$ cat config.mk
export PLATFORM = sky130hd
export DESIGN_NAME = pulse_fanout_n
export DESIGN_NICKNAME = d
export VERILOG_FILES = /design/src/rtl/sfq_pkg.sv /design/src/rtl/pulse_delay_line.sv /design/src/rtl/pulse_fanout_n.sv
export SDC_FILE = /design/constraint.sdc
export NUM_CORES = 1
export LEC_CHECK = 0
export CORE_UTILIZATION = 29
export CTS_CLUSTER_SIZE = 20
export DETAILED_ROUTE_END_ITERATION = 10
export GPL_ROUTABILITY_DRIVEN = 0
export GPL_TIMING_DRIVEN = 0
export HOLD_SLACK_MARGIN = 0.1
export SLEW_MARGIN = 40
export SYNTH_ARGS = -nofsm -noshare
export SYNTH_HDL_FRONTEND = slang
export SYNTH_SLANG_ARGS = --single-unit
$ cat constraint.sdc
create_clock -name clk -period 1.9 [get_ports clk]
set_clock_uncertainty 0.15 [all_clocks]
set_input_delay 0.475 -clock clk [delete_from_list [all_inputs] [get_ports clk]]
set_output_delay 0.475 -clock clk [all_outputs]
set_load 0.05 [all_outputs]
$ cat src/rtl/sfq_pkg.sv
// rtl/sfq_pkg.sv - shared defaults and phase type for the toggle-encoded pulse fan-out
package sfq_pkg;

  localparam int SFQ_DELAY_DEF = 5;
  localparam int SFQ_BEGIN_DEF = 8;
  localparam int SFQ_SEP_DEF   = 2;

  typedef enum logic {
    BLANK = 1'b0,
    RUN   = 1'b1
  } sfq_phase_t;

endpackage

$ cat src/rtl/pulse_delay_line.sv
// rtl/pulse_delay_line.sv - DEPTH-stage single-bit shift register carrying pulses to emit time
module pulse_delay_line #(
  parameter int DEPTH = 5
) (
  input  logic clk,
  input  logic rst,
  input  logic din,
  output logic dout
);

  logic [DEPTH-1:0] r_sr;

  always_ff @(posedge clk or posedge rst) begin
    if (rst) begin
      r_sr <= '0;
    end else begin
      r_sr <= (r_sr << 1) | DEPTH'(din);
    end
  end

  assign dout = r_sr[DEPTH-1];

endmodule

$ cat src/rtl/pulse_fanout_n.sv
// rtl/pulse_fanout_n.sv - toggle-encoded pulse fan-out with blanking, separation check,
// programmable latency, per-branch enable and emitted-pulse counter
module pulse_fanout_n
  import sfq_pkg::*;
#(
  parameter int N_OUT        = 2,
  parameter int DELAY        = SFQ_DELAY_DEF,
  parameter int BEGIN_CYCLES = SFQ_BEGIN_DEF,
  parameter int MIN_SEP      = SFQ_SEP_DEF,
  parameter int CNT_W        = 8
) (
  input  logic             clk,
  input  logic             rst,
  input  logic             in,
  input  logic [N_OUT-1:0] out_en,
  input  logic             viol_clr,
  output logic [N_OUT-1:0] out,
  output logic [CNT_W-1:0] pulse_count,
  output logic             viol
);

  localparam int CYC_W = $clog2(BEGIN_CYCLES + 1);
  localparam int SEP_W = $clog2(MIN_SEP + 1);

  sfq_phase_t       r_phase;
  logic [CYC_W-1:0] r_cyc;
  logic [SEP_W-1:0] r_sep;
  logic             r_in_q;
  logic [N_OUT-1:0] r_out;
  logic [CNT_W-1:0] r_count;
  logic             r_viol;

  logic w_pulse;
  logic w_sep_ok;
  logic w_accept;
  logic w_drop;
  logic w_emit;

  assign w_pulse  = in ^ r_in_q;
  assign w_sep_ok = (r_sep >= SEP_W'(MIN_SEP));
  assign w_accept = (r_phase == RUN) && w_pulse && w_sep_ok;
  assign w_drop   = (r_phase == RUN) && w_pulse && !w_sep_ok;

  pulse_delay_line #(
    .DEPTH(DELAY)
  ) u_delay (
    .clk  (clk),
    .rst  (rst),
    .din  (w_accept),
    .dout (w_emit)
  );

  // A dropped pulse does not re-arm the separation window; it ages like an idle cycle.
  always_ff @(posedge clk or posedge rst) begin
    if (rst) begin
      r_phase <= BLANK;
      r_cyc   <= '0;
      r_sep   <= SEP_W'(MIN_SEP);
      r_in_q  <= 1'b0;
      r_out   <= '0;
      r_count <= '0;
      r_viol  <= 1'b0;
    end else begin
      r_in_q <= in;

      case (r_phase)
        BLANK: begin
          r_cyc <= r_cyc + 1'b1;
          if (r_cyc == CYC_W'(BEGIN_CYCLES - 1)) begin
            r_phase <= RUN;
          end
        end
        RUN: begin
          r_phase <= RUN;
        end
        default: r_phase <= BLANK;
      endcase

      if (w_accept) begin
        r_sep <= SEP_W'(1);
      end else if (!w_sep_ok) begin
        r_sep <= r_sep + 1'b1;
      end

      if (w_drop) begin
        r_viol <= 1'b1;
      end else if (viol_clr) begin
        r_viol <= 1'b0;
      end

      if (w_emit) begin
        r_out   <= r_out ^ out_en;
        r_count <= r_count + 1'b1;
      end
    end
  end

  assign out         = r_out;
  assign pulse_count = r_count;
  assign viol        = r_viol;

endmodule

==> impl_metrics.json <==
{
  "status": "finished clean",
  "drt_iter0_markers": 13,
  "drv_slew": 0,
  "synth-edff-count": 0,
  "final.setup.worst_slack_ns": 0.05457,
  "drc_errors": 0,
  "ys_seq_area_frac": 0.6474,
  "dpl_worst_slack_ns": 0.02651,
  "fmax_mhz": 541.9,
  "dp.cells": 129,
  "vias_per_cell": 4.180,
  "setup_tns_ns": 0,
  "hold_slack_ns": 0.1961,
  "holdCritPathClass": "flip-flop to flip-flop",
  "yosys_warnings": 0,
  "start_util": 0.3045,
  "ys_ff_latch": 24,
  "fin_crit_sh": 0.9713,
  "die_area_mm2": 0.003436,
  "cp_max_fo": 2,
  "p_per_area_mw_per_mm2": 1572,
  "coreArea_mm2": 0.003053,
  "htreeDepth": 1,
  "syn_avg_cell_area_um2": 13.47,
  "ant_nets": 0,
  "cts.clk_slew.worst_paths_ns": 0.14,
  "setup_viol": 0,
  "fin_util": 0.3906,
  "max-cap-violations": 0,
  "critPathCapture": "out[1]",
  "r2r_end": "r_sep[0]",
  "grt_max_degree": 25,
  "ys.flop_type": "dfrtp_1",
  "synth_top_area_frac": 0.6191,
  "die_y_um": 58.62,
  "syn_to_final_growth_pct": 28.26,
  "worst_setup_path_start_kind": "flip-flop",
  "diodes": 0,
  "die_w_um": 58.62,
  "regToRegSetupSlack_ns": 0.52,
  "nets": 99,
  "startpoint": "out[1]",
  "worstMarginPinSlew_ns": 0.4790,
  "async_reset_ff_frac": 1.000,
  "antenna_found_initial": 0,
  "hpwlAfterDp_um": 997.2,
  "yosysUniqueCellTypes": 22,
  "grt_util_all_layers": 0.09647,
  "postCtsSetupBuffers": 0,
  "cts_tree": "done",
  "grt_first_pass_wirelength_mm": 2.380,
  "endpoint_kind": "output pin",
  "drtPass1Iterations": 4,
  "worst_path_largest_cell_delay_ns": 0.51,
  "report.final.hold_viol_count": 0,
  "synth_top_area_cell": "dfrtp_1",
  "stdcell_count": 133,
  "worstSetupPathType": "flip-flop to output pin",
  "power_leakage_nw": 0.5413,
  "grt_pass1_vias": 543,
  "num_rows": 20,
  "port_buffers": 16,
  "cp.buffers_inverters": 1,
  "cts.path.max_buffers": 2,
  "regArea_um2": 601.8,
  "cp_data_required_time_ns": 1.27,
  "synth.cell_area_um2": 929.6,
  "num-fill-cells": 309,
  "maxSlewHeadroom": 0.6802,
  "wl_per_cell_um": 10.36,
  "num_vias": 556,
  "drive_gt1_frac": 0.2022,
  "cp_cell_sequence": "clkdlybuf4s15_1",
  "rsz0062_at_grt": "no",
  "syn_nets": 78,
  "wl_mm": 1.378,
  "synth_cells": 69,
  "ios": 17,
  "arrival_ns": 1.22,
  "path_delay_family": "buffers and inverters",
  "clock-sinks": 24,
  "synth.area.top_cells": "dfrtp_1 62%, xnor2_1 8.5%, ha_1 4.0%",
  "r2r-start": "r_sep[1]",
  "multi_input_area_um2": 309.0,
  "rr_worst_depth": 4,
  "cpMaxStageDelayCell": "clkdlybuf4s15_1",
  "fin_crit_ns": 1.845,
  "cts_made_buffers": 3,
  "cts-root-buf": "clkbuf_4",
  "cp_num_cells": 1,
  "irDropWorstVdd_uv": 602.6,
  "gr-total-overflow": 0,
  "worstSkewPairLatency_ns": 0.32
}
[placed cells by master (no fill, tap or decap), drive strengths merged, types with 2 or more instances in the layout]
master	count
ha	3
mux2	2
nand2	7
clkbuf	5
inv	3
xor2	4
clkdlybuf4s15	8
clkdlybuf4s50	5
nor2	3
nor3	2
dfrtp	23
nand4	3
xnor2	9
[cells by family (layout without fill, tap and decap cells)]
family,count (synthesis),count (layout),synth area share
AOI/OAI and AO/OA,5,5,0.03904
xor gates and xnor gates,13,13,0.1225
adders and majority gates,3,3,0.04038
buffers and inverters,4,24,0.02019
DFF,24,24,0.6474
muxes,2,2,0.02422
and+or+nand+nor,18,18,0.1063
[what timing repair did]
| item | 4_1_cts | 5_1_grt |
|---|---|---|
| hold buffers | 0 | 0 |
| gates resized for setup | 23 | 5 |
| endpoints found under the setup margin | 11 | 5 |
| cloned | 0 | 0 |
[power breakdown]
part           internal (mW)  switching [mW]
registers              0.669           0.125
clock network          0.213           0.153
logic                  0.248           0.466
[cell type report]
cell class / count / share of cell area
multi-input cells: 41 / 0.2592
inverters: 3 / 0.009444
clock inverters: 1 / 0.02518
clock buffers: 3 / 0.01889
flip-flops and latches: 24 / 0.5047
well taps: 44 / 0.04617
plain buffers: 1 / 0.006296
repair buffers: 16 / 0.1301
[worst min path at each step]
stage | start | to | slack (ns) | depth (start not counted)
6_report | u_delay.r_sr[3] | u_delay.r_sr[4] | 0.20 | 0
5_1_grt | u_delay.r_sr[3] | u_delay.r_sr[4] | 0.22 | 0
4_1_cts | u_delay.r_sr[3] | u_delay.r_sr[4] | 0.20 | 0
3_5_place_dp | u_delay.r_sr[3] | u_delay.r_sr[4] | 0.19 | 0
3_3_place_gp | u_delay.r_sr[0] | u_delay.r_sr[1] | 0.19 | 0
2_1_floorplan | u_delay.r_sr[0] | u_delay.r_sr[1] | 0.18 | 0
[cell usage after synthesis (2+ instances only)]
library cell and n:
dfrtp_1 23, xnor2_1 9, nand2_1 7, xor2_1 4
ha_1 3, inv_1 3, nor2_1 3, mux2_2 2
nand4_1 2
[layer usage]
layer  wire, µm  track usage  vias up
li1           -            -      269
met1        615       0.1037      267
met2        663       0.1626       16
met3         78      0.04615        4
met4         21      0.04082        0
met5          0            0        -
[metrics by stage]
stage / power (mW) / area, µm²
after CTS: 1.900 / 1199
after global placement: 1.546 / 1145
after floorplan: 1.319 / 929.6
final: 1.874 / 1192
after detailed placement: 1.568 / 1145
after global routing: 1.984 / 1192
[registers in the layout, indices dropped and copies added, names as in the netlist]
name	cells
r_phase	1
viol	1
r_cyc	4
out	2
u_delay.r_sr	5
r_in_q	1
r_sep	2
pulse_count	8
(Power assumes the default switching activity.)
